===== config.mk =====
export PLATFORM = sky130hd
export DESIGN_NAME = controla_entrada
export DESIGN_NICKNAME = d
export VERILOG_FILES = /design/src/rtl/controla_entrada.sv
export SDC_FILE = /design/constraint.sdc
export NUM_CORES = 1
export LEC_CHECK = 0
export CAP_MARGIN = 10
export CELL_PAD_IN_SITES_DETAIL_PLACEMENT = 1
export CELL_PAD_IN_SITES_GLOBAL_PLACEMENT = 1
export CORE_AREA = 2 2 83 85
export CTS_CLUSTER_DIAMETER = 120
export DETAILED_ROUTE_END_ITERATION = 8
export DIE_AREA = 0 0 85 87
export PLACE_DENSITY_LB_ADDON = 0.1
export SKIP_LAST_GASP = 1
export SLEW_MARGIN = 20
export SYNTH_ARGS = -nofsm -noshare
export SYNTH_HDL_FRONTEND = slang
export SYNTH_SLANG_ARGS = --single-unit

===== constraint.sdc =====
create_clock -name clk -period 7.7 [get_ports clk]
set_input_delay 1.54 -clock clk [delete_from_list [all_inputs] [get_ports clk]]
set_output_delay 1.54 -clock clk [all_outputs]
set_load 0.005 [all_outputs]

===== src/rtl/controla_entrada.sv =====
// Input-confirm stage: arms on a CPU WAIT pulse, captures the switch word on a debounced button press, pulses READY.
// Optional ARMED timeout under `define CONTROLA_ENTRADA_TIMEOUT_EN.
module controla_entrada #(
  parameter int DATA_W          = 16,
  parameter int DEBOUNCE_CYCLES = 1000,
  parameter int CNT_W           = 16,
  parameter int TIMEOUT_CYCLES  = 50000
) (
  input  logic              clk,
  input  logic              reset,
  input  logic              WAIT,
  input  logic [DATA_W-1:0] sw_in,
  input  logic              btn_confirm,
  output logic              READY,
  output logic [DATA_W-1:0] in_data,
  output logic              waiting,
  output logic              timeout
);

  localparam logic [1:0] ST_IDLE    = 2'd0;
  localparam logic [1:0] ST_ARMED   = 2'd1;
  localparam logic [1:0] ST_RELEASE = 2'd2;

  localparam logic [CNT_W-1:0] DB_MAX = CNT_W'(DEBOUNCE_CYCLES - 1);

  logic              btn_s1_q, btn_s2_q;
  logic [DATA_W-1:0] sw_s1_q, sw_s2_q;
  logic              btn_db_q, btn_db_d;
  logic [CNT_W-1:0]  cnt_q, cnt_d;
  logic [1:0]        state_q, state_d;
  logic              pending_q, pending_d;
  logic              ready_q, ready_d;
  logic [DATA_W-1:0] in_data_q, in_data_d;
  logic              waiting_q, waiting_d;
  logic              press_s, release_s;
  logic              timeout_hit_s, timeout_set_s;

  // Two-flop synchronisers for the raw button and switch word.
  always_ff @(posedge clk or posedge reset) begin
    if (reset) begin
      btn_s1_q <= 1'b0;
      btn_s2_q <= 1'b0;
      sw_s1_q  <= '0;
      sw_s2_q  <= '0;
    end else begin
      btn_s1_q <= btn_confirm;
      btn_s2_q <= btn_s1_q;
      sw_s1_q  <= sw_in;
      sw_s2_q  <= sw_s1_q;
    end
  end

  // Debounce: accept a level only after DEBOUNCE_CYCLES consecutive differing samples.
  always_comb begin
    cnt_d    = cnt_q;
    btn_db_d = btn_db_q;
    if (btn_s2_q == btn_db_q) begin
      cnt_d = '0;
    end else if (cnt_q == DB_MAX) begin
      btn_db_d = btn_s2_q;
      cnt_d    = '0;
    end else begin
      cnt_d = cnt_q + CNT_W'(1);
    end
  end

  assign press_s   = ~btn_db_q &  btn_db_d;
  assign release_s =  btn_db_q & ~btn_db_d;

  // Next-state logic; a press wins over a timeout expiring on the same edge.
  always_comb begin
    state_d       = state_q;
    pending_d     = pending_q;
    ready_d       = 1'b0;
    in_data_d     = in_data_q;
    timeout_set_s = 1'b0;
    case (state_q)
      ST_IDLE: begin
        if (WAIT) begin
          state_d = ST_ARMED;
        end else begin
          state_d = ST_IDLE;
        end
      end
      ST_ARMED: begin
        if (press_s) begin
          ready_d   = 1'b1;
          in_data_d = sw_s2_q;
          state_d   = ST_RELEASE;
        end else if (timeout_hit_s) begin
          ready_d       = 1'b1;
          in_data_d     = '0;
          timeout_set_s = 1'b1;
          state_d       = btn_db_d ? ST_RELEASE : ST_IDLE;
        end else begin
          state_d = ST_ARMED;
        end
      end
      ST_RELEASE: begin
        if (release_s) begin
          pending_d = 1'b0;
          state_d   = (pending_q | WAIT) ? ST_ARMED : ST_IDLE;
        end else if (WAIT) begin
          pending_d = 1'b1;
        end else begin
          pending_d = pending_q;
        end
      end
      default: begin
        state_d   = ST_IDLE;
        pending_d = 1'b0;
      end
    endcase
    waiting_d = (state_d == ST_ARMED);
  end

  // Control and output registers.
  always_ff @(posedge clk or posedge reset) begin
    if (reset) begin
      btn_db_q  <= 1'b0;
      cnt_q     <= '0;
      state_q   <= ST_IDLE;
      pending_q <= 1'b0;
      ready_q   <= 1'b0;
      in_data_q <= '0;
      waiting_q <= 1'b0;
    end else begin
      btn_db_q  <= btn_db_d;
      cnt_q     <= cnt_d;
      state_q   <= state_d;
      pending_q <= pending_d;
      ready_q   <= ready_d;
      in_data_q <= in_data_d;
      waiting_q <= waiting_d;
    end
  end

`ifdef CONTROLA_ENTRADA_TIMEOUT_EN
  localparam logic [CNT_W-1:0] TO_MAX = CNT_W'(TIMEOUT_CYCLES - 1);

  logic [CNT_W-1:0] tcnt_q, tcnt_d;
  logic             timeout_q, timeout_d;

  assign timeout_hit_s = (tcnt_q == TO_MAX);

  // Timeout counter restarts from 0 on every entry into ARMED.
  always_comb begin
    if ((state_q == ST_ARMED) && (state_d == ST_ARMED)) begin
      tcnt_d = tcnt_q + CNT_W'(1);
    end else begin
      tcnt_d = '0;
    end
    if (timeout_set_s) begin
      timeout_d = 1'b1;
    end else if (WAIT) begin
      timeout_d = 1'b0;
    end else begin
      timeout_d = timeout_q;
    end
  end

  // Timeout state registers.
  always_ff @(posedge clk or posedge reset) begin
    if (reset) begin
      tcnt_q    <= '0;
      timeout_q <= 1'b0;
    end else begin
      tcnt_q    <= tcnt_d;
      timeout_q <= timeout_d;
    end
  end

  assign timeout = timeout_q;
`else
  assign timeout_hit_s = 1'b0;
  assign timeout       = 1'b0;
`endif

  assign READY   = ready_q;
  assign in_data = in_data_q;
  assign waiting = waiting_q;

endmodule


Word level (Yosys, flattened, before mapping)
Cells that the tools add are included.
- register bits after elaboration: 72
- bits of input ports: 20
- output and inout bits: 19
- word-level logic and storage cells: 42
- $add $sub $neg: 1
- eq/ne operators: 6
- muxes and demuxes: 14
- bitwise operators: 6
- reductions and logical operators: 4
- operators by type and width (cell ; number):
    2-to-1 mux 16 bit ; 2
    adder 16 x 1 -> 16 bit, second input constant ; 1
    == test 16 x 10 -> 1 bit, second input constant ; 1
    2-to-1 mux 1 bit ; 8
    one-hot mux 2 bit (3 select lines) ; 1
    == test 2 x 1 -> 1 bit, second input constant ; 2
    2-to-1 mux 2 bit ; 2
    AND reduction 2 bit ; 2
    inequality test 3 bit, second input constant ; 1
    inverter 1 bit ; 3
    AND 1 bit ; 2
    == test 2 bit, second input constant ; 1
    logical NOT 2 bit ; 1
    one-hot mux 1 bit (2 select lines) ; 1
    OR reduction 2 bit ; 1
    == test 1 bit ; 1
    bitwise OR 1 bit ; 1

Depth between registers and ports, before layout
Gate-level depths: netlist of run 1.
- depth after elaboration: 8
- gate-level depth with buffers: 8
- gate-level depth less buffers: 5

Worst setup path before layout of run 1
No wires, ideal clock.
- path kind: reg2reg
- start point: register cnt_q[4]
- end point: register in_data_q[0] (netlist: in_data[0])
- library setup time: 0.125 ns
- data arrival time: 2.588 ns
- data required time: 7.575 ns
- slack: 4.987 ns
- cell stages (with the launch flop): 8
- buffers on the path: 3
- period minus slack after synthesis: 2.713 ns
- path through: dfrtp_1 or4_1 or4_1 buf_2 or4_4 buf_6 buf_12 mux2_4
- word-level cells in the longest chain between the ends: 5
- RTL lines (element ; RTL line ; RTL):
    from (decl) ; 29 ; logic [CNT_W-1:0] cnt_q, cnt_d;
    from (signal assigned) ; 129 ; cnt_q <= cnt_d;
    == test 16 x 10 -> 1 bit ; 59 ; end else if (cnt_q == DB_MAX) begin
    2-to-1 mux 1 bit ; 59 ;
    2-to-1 mux 1 bit ; 57 ; if (btn_s2_q == btn_db_q) begin
    AND 1 bit ; 67 ; assign press_s = ~btn_db_q & btn_db_d;
    AND reduction 2 bit (no line) ; n/a ;
    to (signal assigned) ; 133 ; in_data_q <= in_data_d;
    to (decl) ; 33 ; logic [DATA_W-1:0] in_data_q, in_data_d;
Every way passes these cells.
A chain may end at the register's enable or synchronous reset.

Worst setup path in the final report of run 1
- start point: register cnt_q[13]
- end point: register in_data_q[0] (netlist: in_data[0])
Same word-level chain as after synthesis.

==> results summary, run 1 <==
The final weighted congestion of routability-driven global placement came out at 0.812. The DRC violation count after routing is 0. The number of nets produced by synthesis is 195. Summed over all layers, the global routing overflow is 0. The hold buffer count at CTS came out at 0. The sequential fraction of the synthesis area is 70.5%. Buffers added to address setup during post-CTS repair amount to 0. The most critical setup path has its startpoint at cnt_q[13]. The critical-path maximum fanout is 17. The met1 track demand over resource in global routing came out at about 18%. Global routing consumed, on the met3 layer, 6.16% of the routing resources. The count of mapped cells out of synthesis is between 150 and 200.

The via density per instance is 4.87. The TritonCTS buffer count came out at 9. Max-cap violations in this run came to 0. The worst min-delay path startpoint is sw_s1_q[9]. The highest-utilization routing layer at the global route stage is met2. Setup repair after global routing left no endpoint under its margin. The final-report hold violation count is 0. At the later pin of the worst-skew pair, clock insertion delay measures between 0.3 and 0.4 ns.

The horizontal die dimension came out at between 80 and 90 um. The met2 routing resource usage after global routing is 20.9%. The count of nets after finishing is 238. The worst vdd rail ir drop came out at 0.138 mV. The via count came out at between 1,000 and 1,500. The growth of design area from synthesis to finish came out at 25.2%. Across every metal layer, demand over resource in global routing totals 14.1%. The synthesized netlist contains 35 unique library cells. The synthesized area divided by synthesized cell count is around 15 sq um. For this block, the initial DRC count from the detailed router was 56. The clock skew came out at 0.00652 ns.

Power comes to between 700 and 800 uW. The number of synthesis warnings came out at 0. The power per standard cell area came out at approximately 230 mW/mm^2.

The arrival time of the worst setup path is 3.03 ns. The post-synthesis instance area is 0.00256 sq mm. The number of resized instances in the post-cts repair step is 0. At the worst endpoint, the required time is 7.93 ns. The count of cells along the worst hold path came out at 0. The placeable core region came out at 0.00657 sq mm. The type of the worst setup path is reg2reg. The first-pass GRT wire length is 7.87 mm. For this run, the leading register cell type out of synthesis is sky130_fd_sc_hd__dfrtp_1. The top-level port count came out at 39. The antenna diode count came out at 0.

CTS placed an instance of sky130_fd_sc_hd__clkbuf_8 at the clock tree root. The worst relative slew slack is a little over two fifths. The number of detailed-routing iterations run before antenna repair came out at 4. The worst path setup slack after routing came out at 4.90 ns.

Summed over all failing endpoints, the final setup total negative slack is 0 ns. The instance count after placement with tap cells included is 286. After the flow finishes, the layout carries non-filler instances totaling 301. The count of endpoints failing setup in the final report is 0. The type of destination of the critical path is a flop. The tree built by TritonCTS fans out to between 70 and 80 sinks. In this run the number of H-tree levels came out at 3. The count of nets left with antenna violations after detail routing is 0. The die covers 0.00740 sq mm. The clock input transition at the sequential cells of the worst setup and hold paths is 0.07 ns. Entering global routing, the biggest net connects 73 pins. Cells with a size suffix above 1 make up 15.8% of the layout.

The initial core utilization came out at 38.9%. The worst setup path is launched from a flop. The synthesized design contains 0 enable-type register cells. Detailed placement ended at an HPWL of 2.96 mm. The routed length per placed instance came out at between 15 and 20 um. In this run the critical register-to-register path is launched from cnt_q[13]. For the pin with the worst max-slew slack, the measured transition is 0.863 ns. For this run, asynchronously set or reset flops after synthesis account for 100%.

The CTS tree is yes. After synthesis the netlist holds a flip-flop and latch count of 72. The via count of the first global-routing pass was 1,581. The initial antenna violation count was 0. The number of cells on the worst reg-to-reg path came out at 4. The run finished with clean final reports. The path class of the tightest hold or removal check is reg2reg.

After floorplanning, the core was divided into 30 placement rows. Hold is met by 0.344 ns. The cell leakage power came out at 0.00146 uW. The count of pins over their slew limit is 0. The final layout contains routed wiring with a total length of 4.53 mm. No sink is reached through more buffers than the 2 on the longest clock path. The routed design could run at a clock period as short as 2.80 ns. The achievable clock frequency came out at about 0.36 GHz. Measured along the y axis, the die boundary spans about 87 um.

The quantity of I/O buffers inserted on ports is 37. The worst slack after detailed placement is 4.90 ns. The final cycle utilization of the critical path came out at 36.4%.
==> stage by stage <==
stage / cell area, sq um / utilization [%]
3_3_place_gp: 2980 / 45.4
2_1_floorplan: 2560 / -
3_5_place_dp: 2980 / 45.4
6_report: 3200 / 48.8
4_1_cts: 3200 / 48.8
5_1_grt: 3200 / 48.8
==> metal layers <==
metal	routed length [um]	vias up
met5	0	-
met1	2090	747
li1	-	682
met4	80	0
met3	199	5
met2	2170	32
==> where the power goes <==
part | switching, uW | internal, uW | total [uW]
registers | 3.75 | 388 | 392
clock network | 135 | 189 | 324
logic | 11.2 | 10.4 | 21.5
==> cell families (layout without fill, tap and decap cells) <==
kind of cell | Yosys count | count (layout) | synth area share (%)
other cells | 1 | 1 | 0.147
xor+xnor | 13 | 13 | 4.45
fa+ha+maj | 1 | 1 | 0.489
simple gates | 48 | 48 | 9.64
compound gates | 14 | 14 | 3.72
buf+inv | 8 | 55 | 2.30
mux | 17 | 17 | 8.81
flops | 72 | 72 | 70.5
==> layout make-up <==
class	instances	area [sq um]
repair buffers	38	378
multi-input cells	94	697
clock inverters	5	81.3
inverters	2	7.51
clock buffers	10	138
fillers	659	3370
well taps	80	100
flip-flops and latches	72	1800
==> flip-flops by register name, indices dropped and copies added (netlist names), 2 cells and up <==
| name | flops |
|---|---|
| cnt_q | 16 |
| in_data | 16 |
| sw_s1_q | 16 |
| sw_s2_q | 16 |
| state_q | 2 |
==> final timing paths <==
path / end / slack [ns]
setup / recovery: in_data[0] / 4.90
min in group asynchronous: cnt_q[6] / 1.79
hold reg to reg: sw_s2_q[9] / 0.34
setup reg to reg: in_data[0] / 4.90
max in group asynchronous: in_data[5] / 5.35
hold / removal: sw_s2_q[9] / 0.34
==> Yosys cell counts, drive strengths merged, types with 2 or more instances <==
cell     instances  area share (%)
buf              4             1.7
o2bb2ai          2            0.69
clkbuf           2            0.29
and3             4            0.98
or4              5             1.6
xnor2            7             2.4
dfrtp           72              70
nor3             2            0.39
xor2             6             2.1
nor4             2            0.49
mux2            17             8.8
nand4            4            0.98
a21oi            4            0.78
nand2            7             1.0
nand3            5            0.98
nor2            16             2.3
inv              2            0.29
==> worst max-delay path, stage by stage (launching register included) <==
cell and delay [ns]:
sky130_fd_sc_hd__dfrtp_1 0.42, sky130_fd_sc_hd__or4_1 0.52, sky130_fd_sc_hd__or4_1 0.68, sky130_fd_sc_hd__or4_4 0.71
sky130_fd_sc_hd__mux2_4 0.35
==> layout by cell type (no fill, tap or decap), drive strengths merged, types with 4 or more instances in the layout <==
cell type / instances
clkbuf: 10
nand2: 7
dfrtp: 72
xor2: 6
nand3: 5
a21oi: 4
nand4: 4
mux2: 17
or4: 5
clkdlybuf4s50: 37
nor2: 16
and3: 4
xnor2: 7
No activity file was read; power rests on OpenSTA's default activity.
==> inputs of run 2 (changes only) <==
==> constraint.sdc (replaced) <==
create_clock -name clk -period 2.72 [get_ports clk]
set_input_delay 0.544 -clock clk [delete_from_list [all_inputs] [get_ports clk]]
set_output_delay 0.544 -clock clk [all_outputs]
set_load 0.005 [all_outputs]
==> run 2 against run 1 <==
Compared with the run above:
- critical endpoint is now in_data[12]
- sequential cell count stayed put
- wire length is 1.0% higher
- combinational power grew to 3.0 times the previous value
- register-to-register slack worse by 4.8 ns
- power grew to 2.7 times the previous value
- sequential power grew to 2.8 times the previous value
==> results summary, run 2 (synthesized netlist as in run 1, its figures left out) <==
The horizontal die dimension came out at about 85 um. The post-CTS setup buffer count is 0. The clock net sink count is 72. The final layout contains routed wiring with a total length of about 4.6 mm. The TritonCTS buffer count is 9.

The worst vdd rail ir drop is 0.377 mV. The count of endpoints failing setup in the final report came out at 0. The first TritonRoute pass finished after 3 iterations. The summed area of non-filler cells in the final layout came out at 0.00324 sq mm. The initial antenna violation count is 0.

On the final layout, the worst clock skew is 0.00781 ns. For hold timing, the worst endpoint is sw_s2_q[7]. The tree is rooted in a sky130_fd_sc_hd__clkbuf_8. The DRC violation count after routing is 0.

The minimum clock period is 2.58 ns. The post-route netlist has between 15 and 20% of its cells at a drive strength greater than 1. Counting along the longest clock path gives a buffer depth of 2.

The critical path's top delay family is simple AND/OR/NAND/NOR gates. The antenna diode count came out at 0. The instance count after placement with tap cells included came out at 292. The HPWL after detailed placement came out at 3.15 mm. The slack of the worst reg-to-reg path is 0.14 ns. Cells fill 49.3% of the core in the end.

The run finished with clean final reports. The arrival time of the worst setup path came out at 2.81 ns. The worst register-to-register path begins at cnt_q[13]. The final-report hold violation count is 0.

For this design the static power due to leakage is 0.00149 uW. The type of destination of the critical path is a flop. STA classifies the critical path startpoint as a flop. Once detail routing completed, the nets flagged for antenna violations numbered 0. The clock input transition at the sequential cells of the worst setup and hold paths came out at 0.08 ns. OpenSTA, run right after detailed placement, puts the worst setup slack at 0.0654 ns. The worst hold path passes through 0 cells. The internal power contribution came out at 1560 uW. The critical-path maximum fanout is 17.

The number of cells on the worst reg-to-reg path is 4. The routed length per placed instance is 14.9 um. The endpoint identified for the worst register-to-register timing path is in_data[12].

The worst path required time came out at 2.94 ns. The placeable core region came out at 0.00657 sq mm. The library cell contributing the largest single delay on the critical path is sky130_fd_sc_hd__or4_4. Traced cell by cell, the critical path runs through or4_1 > or4_1 > or4_4 > mux2_4. The top-level port count came out at 39. The die area came out at approximately 0.0074 sq mm. The growth of design area from synthesis to finish is 26.6%. The logic gate share of total power came out at 3.2%. After global routing the overflow that remains totals 0.

The via count of the first global-routing pass came out at 1,621. The count of cell instances traversed by the critical path came out at 4. After detailed placement, the total cell area comes to 0.00304 sq mm. The largest single stage delay on the critical path is 0.61 ns. Max-cap violations in this run came to 0.

The maximum number of pins on one net before global-route repair is 31. The via density per instance is 4.80. In the layout the commonest cells are sky130_fd_sc_hd__dfrtp_1 (72), sky130_fd_sc_hd__clkdlybuf4s50_1 (37), sky130_fd_sc_hd__nor2_1 (16), sky130_fd_sc_hd__mux2_4 (9), sky130_fd_sc_hd__clkbuf_8 (9). For this design the total switching power over the nets is 444 uW. The transition time at the pin with the least slew margin came out at 0.663 ns.

After clock tree synthesis, the flow added hold-fix buffers numbering 0. The insertion delay to the later sink of the worst-skew pair came out at 0.34 ns. In this run the most critical hold path is launched from sw_s1_q[7]. The worst path setup slack after routing is 0.137 ns.

The number of resized instances in the post-cts repair step is 0. The H-tree level count came out at 3. The via count came out at 1,479.

The die boundary height is 87 um. The final weighted congestion of routability-driven global placement is 0.750. The min-delay analysis places its worst path in the category reg2reg. The final cycle utilization of the critical path is 95.0%. The count of routing violations after the opening detailed-route iteration came out at 22. The most used cell along the critical path is sky130_fd_sc_hd__or4_1. The row count came out at 30.

Adding up every negative setup slack in the final design gives 0 ns. The worst relative slew slack is 55.7%. Setup repair after global routing left no endpoint under its margin. The critical path in this run is classified as reg2reg.

The count of nets after finishing came out at 244. The first global-routing pass estimated between 8 and 9 mm of wire. The non-filler instance count after layout came out at 308. The buffering stage count on the worst path with inverters included came out at 0. The achievable clock frequency came out at 0.387 GHz. The quantity of I/O buffers inserted on ports is 37.

The layout filler cell count is roughly 660. Of the total power, the clock network draws 41.4%. TritonCTS built the clock tree. The library cell used most frequently in the layout, excluding fill and tap cells, is sky130_fd_sc_hd__dfrtp_1. The aggregate global-route resource usage is 14.5%. In this run switching power makes up 22.2% of total power. In this run the power density over the cells is 619 mW/mm^2. Per report_power, the sequential group accounts for around 55% of the total. The count of pins over their slew limit came out at 0.

The initial core utilization is 38.9%.
run 2: layout make-up:
class	count	area (sq um)	share of cell area [%]
clock buffers	10	128	3.94
well taps	80	100	3.09
flip-flops and latches	72	1800	55.6
repair buffers	44	435	13.4
clock inverters	6	68.8	2.13
inverters	2	7.51	0.232
multi-input cells	94	697	21.5
run 2: through the flow:
stage,total power [uW],hold slack (ns)
finish,2000,0.342
global route,2100,0.354
CTS,2030,0.346
detailed placement,1200,0.336
global placement,1190,0.333
floorplan,1150,0.331
run 2: worst max-delay path by stage:
| stage | startpoint | end | slack [ns] |
|---|---|---|---|
| final | cnt_q[13] | in_data[12] | 0.14 |
| after global placement | cnt_q[13] | in_data[2] | 0.14 |
| after floorplan | cnt_q[4] | in_data[0] | 0.007 |
| after global routing | cnt_q[13] | in_data[12] | 0.06 |
| after detailed placement | cnt_q[13] | in_data[2] | 0.07 |
| after CTS | cnt_q[13] | in_data[12] | 0.04 |
run 2: layer usage:
metal  vias up  GRT usage (%)  wire length [um]
li1        696              -                 -
met1       747           18.1              2060
met2        28           22.1              2230
met3         8           5.40               221
met4         0           7.22                72
met5         -              0                 0
run 2: power groups by stage:
stage | Combinational, uW | Sequential, uW | Clock [uW]
2_1_floorplan | 26.8 | 1130 | 0
3_3_place_gp | 65.4 | 1130 | 0
3_5_place_dp | 67.4 | 1130 | 0
4_1_cts | 67.7 | 1110 | 857
5_1_grt | 73.8 | 1110 | 909
6_report | 64.9 | 1110 | 829
==> inputs of run 3 (changes only) <==
--- a/config.mk
+++ b/config.mk
@@ -13,7 +13,6 @@
 export DETAILED_ROUTE_END_ITERATION = 8
 export DIE_AREA = 0 0 85 87
 export PLACE_DENSITY_LB_ADDON = 0.1
-export SKIP_LAST_GASP = 1
 export SLEW_MARGIN = 20
 export SYNTH_ARGS = -nofsm -noshare
 export SYNTH_HDL_FRONTEND = slang
==> results of run 3 <==
The final DEF is identical to that of run 2; final timing and power are the same.
==> variant: new RTL, config.mk and constraints of run 3 <==
Add an input register stage for `sw_in` and `btn_confirm`; this delays them by one clock. The other inputs are not delayed to match.
--- a/src/rtl/controla_entrada.sv
+++ b/src/rtl/controla_entrada.sv
@@ -25,2 +25,10 @@
 
+  logic [DATA_W-1:0] sw_q;
+  logic btn_confirm_q;
+
+  always_ff @(posedge clk) begin
+    sw_q          <= sw_in;
+    btn_confirm_q <= btn_confirm;
+  end
+
   logic              btn_s1_q, btn_s2_q;
@@ -45,5 +53,5 @@
     end else begin
-      btn_s1_q <= btn_confirm;
+      btn_s1_q <= btn_confirm_q;
       btn_s2_q <= btn_s1_q;
-      sw_s1_q  <= sw_in;
+      sw_s1_q  <= sw_q;
       sw_s2_q  <= sw_s1_q;
Check against the original RTL: no difference found for any inputs over 10 cycles, from zero or initial values and one cycle with reset high; that may be too few to reach the edited logic, so the function may still have changed.
==> variant against run 3 <==
- core utilization rose by 5.1 points
- final area rose by 10%
- via count rose by 8.7%
- area after synthesis rose by 13%
- wire length rose by 12%
- sequential cell count rose by 17
- total power rose by 15%
- combinational power fell by 3%
- cell count rose by 5.2%
- die area did not move
- worst setup slack got worse by 0.0061 ns
- critical endpoint is now in_data[0]
- largest cell class unchanged
==> variant: results (changes against run 3) <==
metric,value,unit,change
Final Skew,0.0112,ns,was 0.00781 ns
hpwl dp,3460,um,was 3150 um
Unique masters post-synth,36,,was 35
Clock Tree Root,clkbuf_8,,unchanged
postcts setup bufs,0,,unchanged
synth top area cells,"dfrtp_1 62%, dfxtp_1 12%, mux2_4 4.7%",,"was dfrtp_1 70%, mux2_4 5.3%, mux2_2 3.5%"
die area,0.00740,mm2,unchanged
CTS H-Tree Depth,3,,unchanged
CTS Buf Count,9,,unchanged
initial antenna violation count,0,,unchanged
largest net degree at the start of global routing,54,,was 31
worst slew pin tran,0.497,ns,was 0.663 ns
final RePlAce weighted congestion,0.777,,was 0.750
max incr delay on CP,0.61,ns,about the same
"Top FF cell, synth",dfrtp_1,,unchanged
# diodes,0,,unchanged
Yosys warning count,0,,unchanged
switch share,24.1,%,was 22.2%
gr usage total,16.0,%,was 14.5%
dpl ws,0.0583,ns,was 0.0654 ns
HP Class,reg2reg,,unchanged
placed cell area,0.00337,mm2,was 0.00304 mm2
router iterations before antenna repair,4,,was 3
Worst-Skew Late Latency,0.36,ns,was 0.34 ns
share of post-route cells with drive strength above 1,16.8,%,was 18.0%
register area share after synthesis,73.9,%,was 70.5%
vias in the first global route,1836,,"was 1,621"
Syn Nets,212,,was 195
CP max FO,17,,unchanged
vias per cell,4.96,,was 4.80
"Reg clk slew, reported paths",0.09,ns,
VDD IR max,393,uV,was 377 uV
slowest CP cell,or4_4,,unchanged
Pleak,1.62,nW,was 1.49 nW
maximum root-to-sink buffer count,2,,unchanged
Routed WL,5110,um,was 4580 um
asr flop ratio synth,80.9,%,was 100%
Worst Path Arrival,2.84,ns,was 2.81 ns
most frequent cells after synthesis,"72 x dfrtp_1, 17 x dfxtp_1, 16 x nor2_1",,"was 72 x dfrtp_1, 16 x nor2_1, 9 x mux2_4"
PortBufs,37,,unchanged
CTS-repair resized insts,0,,unchanged
status,completed,,unchanged
first-pass GRT wire length,8920,um,was 8050 um
nets@finish,260,,was 244
1st-iter DRT viols,99,,was 22
-- variant: worst paths after layout --
| path | startpoint | endpoint | slack (ns) | depth (start not counted) |
|---|---|---|---|---|
| max | cnt_q[13] | in_data[0] | 0.13 | 4 |
| min | sw_q[13] | sw_s1_q[13] | 0.33 | 0 |
| max reg2reg | cnt_q[13] | in_data[0] | 0.13 | 4 |
| min reg2reg | sw_q[13] | sw_s1_q[13] | 0.33 | 0 |
| max in group asynchronous | reset | cnt_q[11] | 1.59 | 3 |
| min in group asynchronous | reset | sw_s1_q[11] | 0.50 | 2 |
-- variant: cell families (layout without fill, tap and decap cells) --
kind of cell / count (synthesis) / in the layout / share of synthesized area [%]
AO/OA/AOI/OAI: 14 / 14 / 3.28
AND/OR/NAND/NOR: 48 / 48 / 8.51
other: 1 / 1 / 0.129
flip-flops: 89 / 89 / 73.9
multiplexers: 17 / 17 / 7.77
adder cells (fa/ha/maj): 1 / 1 / 0.432
XOR/XNOR: 13 / 13 / 3.93
buffers and inverters: 8 / 61 / 2.03
-- variant: cell type report --
cell class	instances	area, um2
multi-input combinational	94	697
sequential	89	2140
fill	649	3000
tap	80	100
inverter	2	7.51
timing repair buffer	43	428
clock inverter	7	73.8
clock buffer	9	124
-- variant: per-stage QoR --
stage | cells | total power [mW]
floorplan | 191 | 1.42
finish | 324 | 2.31
detailed placement | 308 | 1.47
global route | 324 | 2.41
CTS | 324 | 2.35
global placement | 308 | 1.46
-- variant: routing by layer --
layer | wire (um) | global-route usage [%] | up-vias
met4 | 120 | 8.23 | 0
met1 | 2140 | 19.2 | 811
met2 | 2660 | 26.8 | 36
li1 | - | - | 748
met3 | 184 | 3.98 | 12
met5 | 0 | 0 | -
-- variant: power groups by stage --
stage / combinational (mW) / clock [mW] / sequential, mW
floorplan: 0.0268 / 0 / 1.40
global placement: 0.0623 / 0 / 1.40
detailed placement: 0.0657 / 0 / 1.40
CTS: 0.0659 / 0.908 / 1.38
global route: 0.0727 / 0.962 / 1.38
finish: 0.0631 / 0.870 / 1.37
-- variant: worst max-delay path, delay by kind of cell, from the launching register on --
kind / cells / cell delay (ns)
flops: 1 / 0.43
mux: 1 / 0.35
simple gates: 3 / 1.69
